## src/rtl/imm_gen_pipe_if.sv

```systemverilog
// Valid/ready bus between decode, the immediate generator and execute.
// The master side drives instructions in and accepts immediates out.
interface imm_gen_pipe_if #(
   parameter int XLEN = 32
);
   logic            in_valid;
   logic            in_ready;
   logic [31:0]     instr;
   logic [2:0]      imm_src;
   logic            out_valid;
   logic            out_ready;
   logic [XLEN-1:0] imm_ext;
   logic            imm_err;

   modport master (
      output in_valid, instr, imm_src, out_ready,
      input  in_ready, out_valid, imm_ext, imm_err
   );

   modport slave (
      input  in_valid, instr, imm_src, out_ready,
      output in_ready, out_valid, imm_ext, imm_err
   );
endinterface

```

## src/rtl/imm_gen_pipe.sv

```systemverilog
// Elastic RV32I immediate generator: decodes I/S/B/J/U/Z formats and carries
// the result through STAGES skid-free pipeline registers with valid/ready flow.
module imm_gen_pipe #(
   parameter int XLEN   = 32,
   parameter int STAGES = 1,
   parameter int CNT_W  = 8
) (
   input  logic             clk,
   input  logic             rst,
   input  logic             flush,
   imm_gen_pipe_if.slave    bus,
   output logic [CNT_W-1:0] err_count
);
   typedef enum logic [2:0] {
      SRC_I = 3'b000,
      SRC_S = 3'b001,
      SRC_B = 3'b010,
      SRC_J = 3'b011,
      SRC_U = 3'b100,
      SRC_Z = 3'b101
   } src_e;

   logic [31:0]     raw;
   logic            err_d;
   logic [XLEN-1:0] imm_d;
   logic            acc;
   logic [31:0]     ins;

   assign ins = bus.instr;

   // Every format is first built as a 32-bit value whose bit 31 is the desired
   // fill bit (zero for Z), so one signed cast handles widening to XLEN.
   always_comb begin
      raw   = '0;
      err_d = 1'b0;
      case (src_e'(bus.imm_src))
         SRC_I:   raw = {{20{ins[31]}}, ins[31:20]};
         SRC_S:   raw = {{20{ins[31]}}, ins[31:25], ins[11:7]};
         SRC_B:   raw = {{19{ins[31]}}, ins[31], ins[7], ins[30:25], ins[11:8], 1'b0};
         SRC_J:   raw = {{11{ins[31]}}, ins[31], ins[19:12], ins[20], ins[30:21], 1'b0};
         SRC_U:   raw = {ins[31:12], 12'b0};
         SRC_Z:   raw = {27'b0, ins[19:15]};
         default: err_d = 1'b1;
      endcase
   end

   assign imm_d = XLEN'($signed(raw));

   logic [STAGES:1]             vld_pipe;
   logic [STAGES:1]             err_pipe;
   logic [STAGES:1][XLEN-1:0]   imm_pipe;
   logic [STAGES:1]             vld_nxt;
   logic [STAGES:1]             err_nxt;
   logic [STAGES:1][XLEN-1:0]   imm_nxt;
   logic [STAGES+1:1]           rdy;

   assign rdy[STAGES+1] = bus.out_ready;
   assign vld_nxt[1]    = bus.in_valid;
   assign err_nxt[1]    = err_d;
   assign imm_nxt[1]    = imm_d;

   genvar k;
   for (k = 1; k <= STAGES; k++) begin : g_rdy
      assign rdy[k] = !vld_pipe[k] | rdy[k+1];
   end
   for (k = 2; k <= STAGES; k++) begin : g_fwd
      assign vld_nxt[k] = vld_pipe[k-1];
      assign err_nxt[k] = err_pipe[k-1];
      assign imm_nxt[k] = imm_pipe[k-1];
   end

   assign bus.in_ready = rdy[1] & !rst;
   assign acc          = bus.in_valid & bus.in_ready & !flush;

   // A stage loads whenever its downstream can drain; data only moves with a valid item.
   always_ff @(posedge clk) begin
      if (rst) begin
         vld_pipe <= '0;
         err_pipe <= '0;
         imm_pipe <= '0;
      end else if (flush) begin
         vld_pipe <= '0;
      end else begin
         for (int s = 1; s <= STAGES; s++) begin
            if (rdy[s]) begin
               vld_pipe[s] <= vld_nxt[s];
               if (vld_nxt[s]) begin
                  err_pipe[s] <= err_nxt[s];
                  imm_pipe[s] <= imm_nxt[s];
               end
            end
         end
      end
   end

   always_ff @(posedge clk) begin
      if (rst)
         err_count <= '0;
      else if (acc && err_d && err_count != {CNT_W{1'b1}})
         err_count <= err_count + 1'b1;
   end

   assign bus.out_valid = vld_pipe[STAGES];
   assign bus.imm_ext   = imm_pipe[STAGES];
   assign bus.imm_err   = err_pipe[STAGES];
endmodule

```

## src/flat_wrapper.sv

```systemverilog
// flat-port wrapper written by rule: the top's interface ports become plain ports
module imm_gen_pipe_flat 
#(
   parameter int XLEN   = 32,
   parameter int STAGES = 1,
   parameter int CNT_W  = 8
)
  (clk, rst, flush, err_count, bus_in_valid, bus_instr, bus_imm_src, bus_out_ready, bus_in_ready, bus_out_valid, bus_imm_ext, bus_imm_err);
  imm_gen_pipe_if #(.XLEN(XLEN)) bus_i ();
  input  logic clk;
  input  logic rst;
  input  logic flush;
  output logic [CNT_W-1:0] err_count;
  input wire logic [$bits(bus_i.in_valid)-1:0] bus_in_valid;
  input wire logic [$bits(bus_i.instr)-1:0] bus_instr;
  input wire logic [$bits(bus_i.imm_src)-1:0] bus_imm_src;
  input wire logic [$bits(bus_i.out_ready)-1:0] bus_out_ready;
  output wire logic [$bits(bus_i.in_ready)-1:0] bus_in_ready;
  output wire logic [$bits(bus_i.out_valid)-1:0] bus_out_valid;
  output wire logic [$bits(bus_i.imm_ext)-1:0] bus_imm_ext;
  output wire logic [$bits(bus_i.imm_err)-1:0] bus_imm_err;
  assign bus_i.in_valid = bus_in_valid;
  assign bus_i.instr = bus_instr;
  assign bus_i.imm_src = bus_imm_src;
  assign bus_i.out_ready = bus_out_ready;
  assign bus_in_ready = bus_i.in_ready;
  assign bus_out_valid = bus_i.out_valid;
  assign bus_imm_ext = bus_i.imm_ext;
  assign bus_imm_err = bus_i.imm_err;
  imm_gen_pipe #(.XLEN(XLEN), .STAGES(STAGES), .CNT_W(CNT_W)) u_core (.clk(clk), .rst(rst), .flush(flush), .bus(bus_i), .err_count(err_count));
endmodule
```

## config.mk

```make
export PLATFORM = sky130hd
export DESIGN_NAME = imm_gen_pipe_flat
export DESIGN_NICKNAME = d
export VERILOG_FILES = /design/src/rtl/imm_gen_pipe_if.sv /design/src/rtl/imm_gen_pipe.sv /design/src/flat_wrapper.sv
export SDC_FILE = /design/constraint.sdc
export NUM_CORES = 1
export LEC_CHECK = 0
export ABC_AREA = 1
export ABC_CLOCK_PERIOD_IN_PS = 4400
export BUFFER_PORTS_ARGS = -buffer_cell sky130_fd_sc_hd__buf_2
export CAP_MARGIN = 30
export CORE_ASPECT_RATIO = 0.75
export CORE_MARGIN = 5
export CORE_UTILIZATION = 31
export DETAILED_ROUTE_END_ITERATION = 10
export PLACE_DENSITY = 0.62
export SLEW_MARGIN = 20
export SYNTH_ARGS = -nofsm -noshare
export SYNTH_HDL_FRONTEND = slang
export SYNTH_SLANG_ARGS = --single-unit
```

## constraint.sdc

```tcl
create_clock -name clk -period 4.4 [get_ports clk]
set_input_delay 0.44 -clock clk [delete_from_list [all_inputs] [get_ports clk]]
set_output_delay 0.44 -clock clk [all_outputs]
set_load 0.1 [all_outputs]
```

==> summary.md, run 1 <==
| Metric | Value |
|---|---|
| Vias in the first global route | 1,883 |
| Number of vias per cell | between 4 and 5 |
| Setup Viol. Count Final | 0 |
| Tightest Pin Transition | 750 ps |
| Power Total | 0.825 mW |
| Post-CTS Setup Repair Bufs | 0 |
| Detailed Place HPWL | roughly 4400 microns |
| Share of final-layout standard cells stronger than drive strength 1 | 23.8% |
| Max Cap Viol | 0 |
| Critical path class | reg2reg |
| Peak ir drop on the vdd network | 0.128 mV |
| Most common library cell in the layout ignoring fill and taps | sky130_fd_sc_hd__nand2_1 |
| Leading cell types in the layout, fill and taps excluded | sky130_fd_sc_hd__nand2_1 (123), sky130_fd_sc_hd__buf_2 (75), sky130_fd_sc_hd__dfxtp_1 (42), sky130_fd_sc_hd__a21oi_1 (41), sky130_fd_sc_hd__nand3_1 (25) |
| Effective utilization at floorplan | 31.7% |
| Average size of a mapped cell | around 6.7 sq um |
| TritonCTS Buffers | 5 |
| Syn Nets | 340 |
| Power density cells | 333 nW/um^2 |
| Total gr overflow | 0 |
| Worst min-delay path class | in2reg |
| Crit start category | flop |
| Leak Pwr | ~1.2 nW |
| 1st-iter DRT viols | 137 |
| Area taken by multi-input logic gates | between 1000 and 1500 sq um |
| Die Footprint | 8150 sq um |
| Clock skew | 14.4 ps |
| Total number of placement rows | 25 |
| Vertical die dimension | 79.5 microns |
| Area share of the largest cell type after synthesis | 42.2% |
| Clock period minus final worst setup slack | 1960 ps |
| Outcome | complete, no violations |
| Routability congestion estimate | 0.872 |
| DRC Markers | 0 |
| Avg WL per Cell | ~13 microns |
| Global-route total usage across every layer | 14.3% |
| Unrepaired setup endpoints after global routing | no |
| Layout-stage area growth over the synthesis result | 24.1% |
| Final sum of negative setup slack | 0 ps |
| Post-cts sizing count | 0 |
| Combined area of all synthesized cells | 1990 sq um |
| Clock transition at path regs | 80 ps |
| Number of clock sinks seen by CTS | 42 |
| Critical Path AT | 2090 ps |
| Top post-synthesis cells by area | sky130_fd_sc_hd__dfxtp_1 (42%), sky130_fd_sc_hd__nand2_1 (23%), sky130_fd_sc_hd__a21oi_1 (10%) |
| Maximum number of pins on one net before global-route repair | 41 |
| Number of nets in the layout | 407 |
| Number of max-slew violations in the final report | 0 |
| FF+latch area | 841 sq um |
| Number of I/O port buffers | 75 |
| Number of warnings printed during yosys synthesis | 0 |
| DRT antenna net count | 0 |
| Synthesized flop and latch total | 42 |
| Max transition margin | about half |
| # diodes | 0 |
| Post-synthesis cell count | 299 |
| Total count of hold-check failures in the final report | 0 |
| Wire length of the first global-routing pass | 9220 microns |
| Worst Setup End Kind | flop |
| FILL cells | roughly 710 |
| Overall routed net length | just under 6000 microns |
| I/O pin count | 83 |
| Die X-Extent | 103 microns |
| Data required time of the worst path | 4530 ps |
| Library cell occupying the most area in the post-synthesis netlist | sky130_fd_sc_hd__dfxtp_1 |
| Sequential-to-total area share from yosys stat | 42.2% |
| Achievable frequency | 511 MHz |
| Ratio of final minimum period to clock period | between 40 and 50% |
| Initial DRT Pass Iterations | 4 |
| Buffer cell driving the clock tree root | sky130_fd_sc_hd__clkbuf_8 |
| H-Tree Depth | 2 |
| Area of the core | ~6300 sq um |
| Flop-to-flop setup slack | about 2400 ps |
| Synth cell types | 21 |
| Total via count in the routed design | 2,065 |
| Maximum buffer depth of the clock tree | 2 |
| Clock latency reported for the late side of the worst-skew pair | 290 ps |
| Clock tree from TritonCTS | yes |
| Initial antenna violation count | 0 |
| CP Max Fanout | 31 |
| # hold bufs at CTS | 0 |
per-stage QoR:
step           setup WS [ps]  hold WS [ps]  util [%]  std cells  instance area [sq um]
2_1_floorplan           1660           599         -        299                   1990
3_3_place_gp            2290           450      38.1        440                   2390
3_5_place_dp            2240           454      38.1        440                   2390
4_1_cts                 2450           424      39.4        447                   2470
5_1_grt                 2270           436      39.4        447                   2470
6_report                2440           431      39.4        447                   2470
path summary, 6_finish.rpt:
kind / startpoint / endpoint / cells after the start
min reg2reg: u_core.bus.imm_ext[3] / u_core.bus.imm_ext[3] / 2
max: u_core.bus.out_valid / u_core.bus.imm_ext[30] / 6
max reg2reg: u_core.bus.out_valid / u_core.bus.imm_ext[30] / 6
min: bus_instr[28] / u_core.bus.imm_ext[8] / 3
Yosys cell counts:
cell type,number
sky130_fd_sc_hd__nor2_1,10
sky130_fd_sc_hd__nand3b_1,3
sky130_fd_sc_hd__clkinv_1,1
sky130_fd_sc_hd__nor2_2,2
sky130_fd_sc_hd__o21ai_1,1
sky130_fd_sc_hd__buf_2,7
sky130_fd_sc_hd__ha_1,1
sky130_fd_sc_hd__o21ai_0,9
sky130_fd_sc_hd__xnor2_1,2
sky130_fd_sc_hd__inv_2,2
sky130_fd_sc_hd__nand4_1,6
sky130_fd_sc_hd__nor2_4,1
sky130_fd_sc_hd__inv_1,10
sky130_fd_sc_hd__nor3_1,2
sky130_fd_sc_hd__nand3_1,25
sky130_fd_sc_hd__buf_4,4
sky130_fd_sc_hd__clkbuf_1,5
sky130_fd_sc_hd__dfxtp_1,42
sky130_fd_sc_hd__nand2_1,123
sky130_fd_sc_hd__xor2_1,2
sky130_fd_sc_hd__a21oi_1,41
cell type report:
class / count / area share (%)
clock buffer: 6 / 2.93
clock inverter: 1 / 0.303
inverter: 13 / 1.97
multi-input combinational: 228 / 41.3
sequential: 42 / 34.0
tap: 81 / 4.10
timing repair buffer: 76 / 15.5
kinds of logic after synthesis:
logic type      after synthesis  synth area share, %
buf+inv                      29                 6.65
flops                        42                 42.2
xor+xnor                      4                 1.76
simple gates                172                 36.0
fa+ha+maj                     1                0.627
compound gates               51                 12.8
worst max-delay path, stage by stage, from the launching register on:
cell and delay [ps]:
sky130_fd_sc_hd__dfxtp_1 330, sky130_fd_sc_hd__nand2_1 110, sky130_fd_sc_hd__nand2_1 110, sky130_fd_sc_hd__nor2_2 570, sky130_fd_sc_hd__inv_2 430, sky130_fd_sc_hd__nand2_1 160, sky130_fd_sc_hd__a21oi_1 80
per-layer routing:
| layer | GRT usage (%) | part of all wire, % |
|---|---|---|
| met1 | 19.3 | 48 |
| met2 | 22.4 | 45 |
| met3 | 3.49 | 5.9 |
| met4 | 4.33 | 1.0 |
| met5 | 0 | 0 |
power by group:
part	internal, mW	leakage, nW	total [mW]	switching [mW]
Sequential	0.392	0.341	0.398	0.00630
Combinational	0.0367	0.800	0.190	0.153
Clock	0.109	0.0373	0.237	0.128
registers in the layout, indices dropped and copies added, names as in the netlist:
name	cells
u_core.bus.imm_ext	32
u_core.err_count	8
u_core.bus.imm_err	1
u_core.bus.out_valid	1
No activity file was read; power rests on OpenSTA's default activity.
==> run 2, diff against run 1 <==
Settings changed: ABC_CLOCK_PERIOD_IN_PS 4400 to 2000.
Clock period 4.4 ns to 2 ns, I/O delays scaled along.
==> run 2 against run 1 <==
Sequential power up 120%. Clock-buffer cell count is the same. Utilization is 0.98 points higher. Critical path depth stayed put.
==> summary.md, run 2 (synthesis results as in run 1) <==
| Metric | Value |
|---|---|
| Max transition margin | 63.8% (was 50.0%) |
| Post-CTS Setup Repair Bufs | 0 (unchanged) |
| Vias in the first global route | 1,953 (was 1,883) |
| Clock tree from TritonCTS | yes (unchanged) |
| Maximum buffer depth of the clock tree | 2 (unchanged) |
| Critical path's top delay family | simple AND/OR/NAND/NOR gates (unchanged) |
| Clock transition at path regs | 80 ps (about the same) |
| Share of final-layout standard cells stronger than drive strength 1 | 25.5% (was 23.8%) |
| Maximum number of pins on one net before global-route repair | 39 (was 41) |
| Number of vias per cell | 4.75 (was 4.62) |
| Worst Setup End Kind | flop (unchanged) |
| Power density cells | 784 nW/um^2 (was 333 nW/um^2) |
| Unrepaired setup endpoints after global routing | no (unchanged) |
| Most common library cell in the layout ignoring fill and taps | sky130_fd_sc_hd__nand2_1 (unchanged) |
| DRC Markers | 0 (unchanged) |
| Initial antenna violation count | 0 (unchanged) |
| Max Cap Viol | 0 (unchanged) |
| Initial DRT Pass Iterations | 4 (unchanged) |
| Leading cell types in the layout, fill and taps excluded | sky130_fd_sc_hd__nand2_1 (123), sky130_fd_sc_hd__buf_2 (75), sky130_fd_sc_hd__a21oi_1 (40), sky130_fd_sc_hd__dfxtp_1 (40), sky130_fd_sc_hd__nand3_1 (25) (was sky130_fd_sc_hd__nand2_1 (123), sky130_fd_sc_hd__buf_2 (75), sky130_fd_sc_hd__dfxtp_1 (42), sky130_fd_sc_hd__a21oi_1 (41), sky130_fd_sc_hd__nand3_1 (25)) |
| Vertical die dimension | 79.5 microns (unchanged) |
| Die X-Extent | 103 microns (unchanged) |
| Number of I/O port buffers | 75 (unchanged) |
| Data required time of the worst path | 2190 ps (was 4530 ps) |
| Effective utilization at floorplan | 31.7% (unchanged) |
| CP Max Fanout | 9 (was 31) |
| Layout-stage area growth over the synthesis result | 27.2% (was 24.1%) |
| Critical path class | reg2reg (unchanged) |
| Area of the core | 6290 sq um (unchanged) |
| Global-route total usage across every layer | 15.0% (was 14.3%) |
| TritonCTS Buffers | 5 (unchanged) |
| Final sum of negative setup slack | 0 ps (unchanged) |
| Avg WL per Cell | 13.2 microns (was 12.9 microns) |
| # diodes | 0 (unchanged) |
| Clock latency reported for the late side of the worst-skew pair | 290 ps (about the same) |
| Total count of hold-check failures in the final report | 0 (unchanged) |
| Peak ir drop on the vdd network | 0.252 mV (was 0.128 mV) |
| Tightest Pin Transition | 539 ps (was 750 ps) |
| Wire length of the first global-routing pass | 9560 microns (was 9220 microns) |
| Number of max-slew violations in the final report | 0 (unchanged) |
| Number of clock sinks seen by CTS | 42 (unchanged) |
| 1st-iter DRT viols | 103 (was 137) |
| # hold bufs at CTS | 0 (unchanged) |
| Setup Viol. Count Final | 0 (unchanged) |
| Cell at the slowest stage of the critical path | sky130_fd_sc_hd__dfxtp_2 (was sky130_fd_sc_hd__nor2_2) |
| Largest stage delay, worst path | 370 ps (was 570 ps) |
| List of cells traversed by the critical path | ha_1 -> nand3_1 -> nor3_1 -> nor2_4 -> o21ai_0 -> nor2_1 (was nand2_1 -> nand2_1 -> nor2_2 -> inv_2 -> nand2_1 -> a21oi_1) |
| Outcome | complete, no violations (unchanged) |
| Clock skew | 11.4 ps (was 14.4 ps) |
| Die Footprint | 8150 sq um (unchanged) |
| Placed Cells incl. Taps | 443 (was 440) |
| I/O pin count | 83 (unchanged) |
| Ratio of final minimum period to clock period | 77.3% (was 44.5%) |
| Total number of placement rows | 25 (unchanged) |
| Clock period minus final worst setup slack | 1550 ps (was 1960 ps) |
| Leak Pwr | 1.21 nW (was 1.18 nW) |
| Achievable frequency | 647 MHz (was 511 MHz) |
| Power Total | 1.99 mW (was 0.825 mW) |
| Crit start category | flop (unchanged) |
| Buffer cell driving the clock tree root | sky130_fd_sc_hd__clkbuf_8 (unchanged) |
| Max FFs per register | 32 (unchanged) |
| Detailed Place HPWL | 4410 microns (was 4370 microns) |
| Count of non-filler cells in the finished layout | 450 (was 447) |
| Total gr overflow | 0 (unchanged) |
| Routability congestion estimate | 0.789 (was 0.872) |
| Critical Path AT | 1740 ps (was 2090 ps) |
| Post-cts sizing count | 0 (unchanged) |
| DRT antenna net count | 0 (unchanged) |
| Crit path buf inv count | 0 (was 1) |
| H-Tree Depth | 2 (unchanged) |
| Number of nets in the layout | 410 (was 407) |
| Worst min-delay path class | in2reg (unchanged) |
| Total via count in the routed design | 2,139 (was 2,065) |
| Overall routed net length | 5930 microns (was 5780 microns) |
run 2: changes by cell type in the layout (fill, tap and decap cells not counted), sizes merged:
cell,change
buf,+3
bufinv,+1
clkinvlp,-1
run 2: through the flow:
stage               hold WS (ps)  utilization, %  worst slack (ps)  cell area [sq um]
floorplan                    359               -              42.4               2000
global placement             450            38.5               492               2420
detailed placement           450            38.5               457               2420
CTS                          176            40.3               446               2540
global route                 177            40.3               304               2540
finish                       182            40.3               455               2540
run 2: path summary, 6_finish.rpt:
check / from / slack (ps) / depth (start not counted) / to
setup / recovery: u_core.err_count[0] / 450 / 6 / u_core.err_count[1]
hold / removal: bus_instr[31] / 180 / 3 / u_core.bus.imm_ext[31]
setup reg to reg: u_core.err_count[0] / 450 / 6 / u_core.err_count[1]
hold reg to reg: u_core.bus.imm_ext[30] / 460 / 2 / u_core.bus.imm_ext[30]
run 2: cell type report:
type | instances | area (sq um)
clock buffers | 6 | 82.6
flip-flops and latches | 42 | 843
clock inverters | 1 | 30.0
inverters | 13 | 48.8
multi-input cells | 228 | 1020
well taps | 81 | 101
repair buffers | 79 | 405
fillers | 704 | 3750
run 2: worst reg2reg max path, cell delays in order, from the launching register on:
cell                      delay, ps
sky130_fd_sc_hd__dfxtp_2        370
sky130_fd_sc_hd__ha_1           250
sky130_fd_sc_hd__nand3_1        140
sky130_fd_sc_hd__nor3_1         320
sky130_fd_sc_hd__nor2_4         130
sky130_fd_sc_hd__o21ai_0        170
sky130_fd_sc_hd__nor2_1          60
run 2: routing by layer:
metal / track usage, % / wire length, microns
met5: 0 / 0
met4: 2.75 / 22
met3: 5.59 / 467
met2: 22.6 / 2650
met1: 20.4 / 2790
run 2: power breakdown:
part / internal [mW] / switching (mW) / total [mW]
Clock: 0.400 / 0.288 / 0.688
Combinational: 0.0850 / 0.339 / 0.424
Sequential: 0.862 / 0.0135 / 0.876
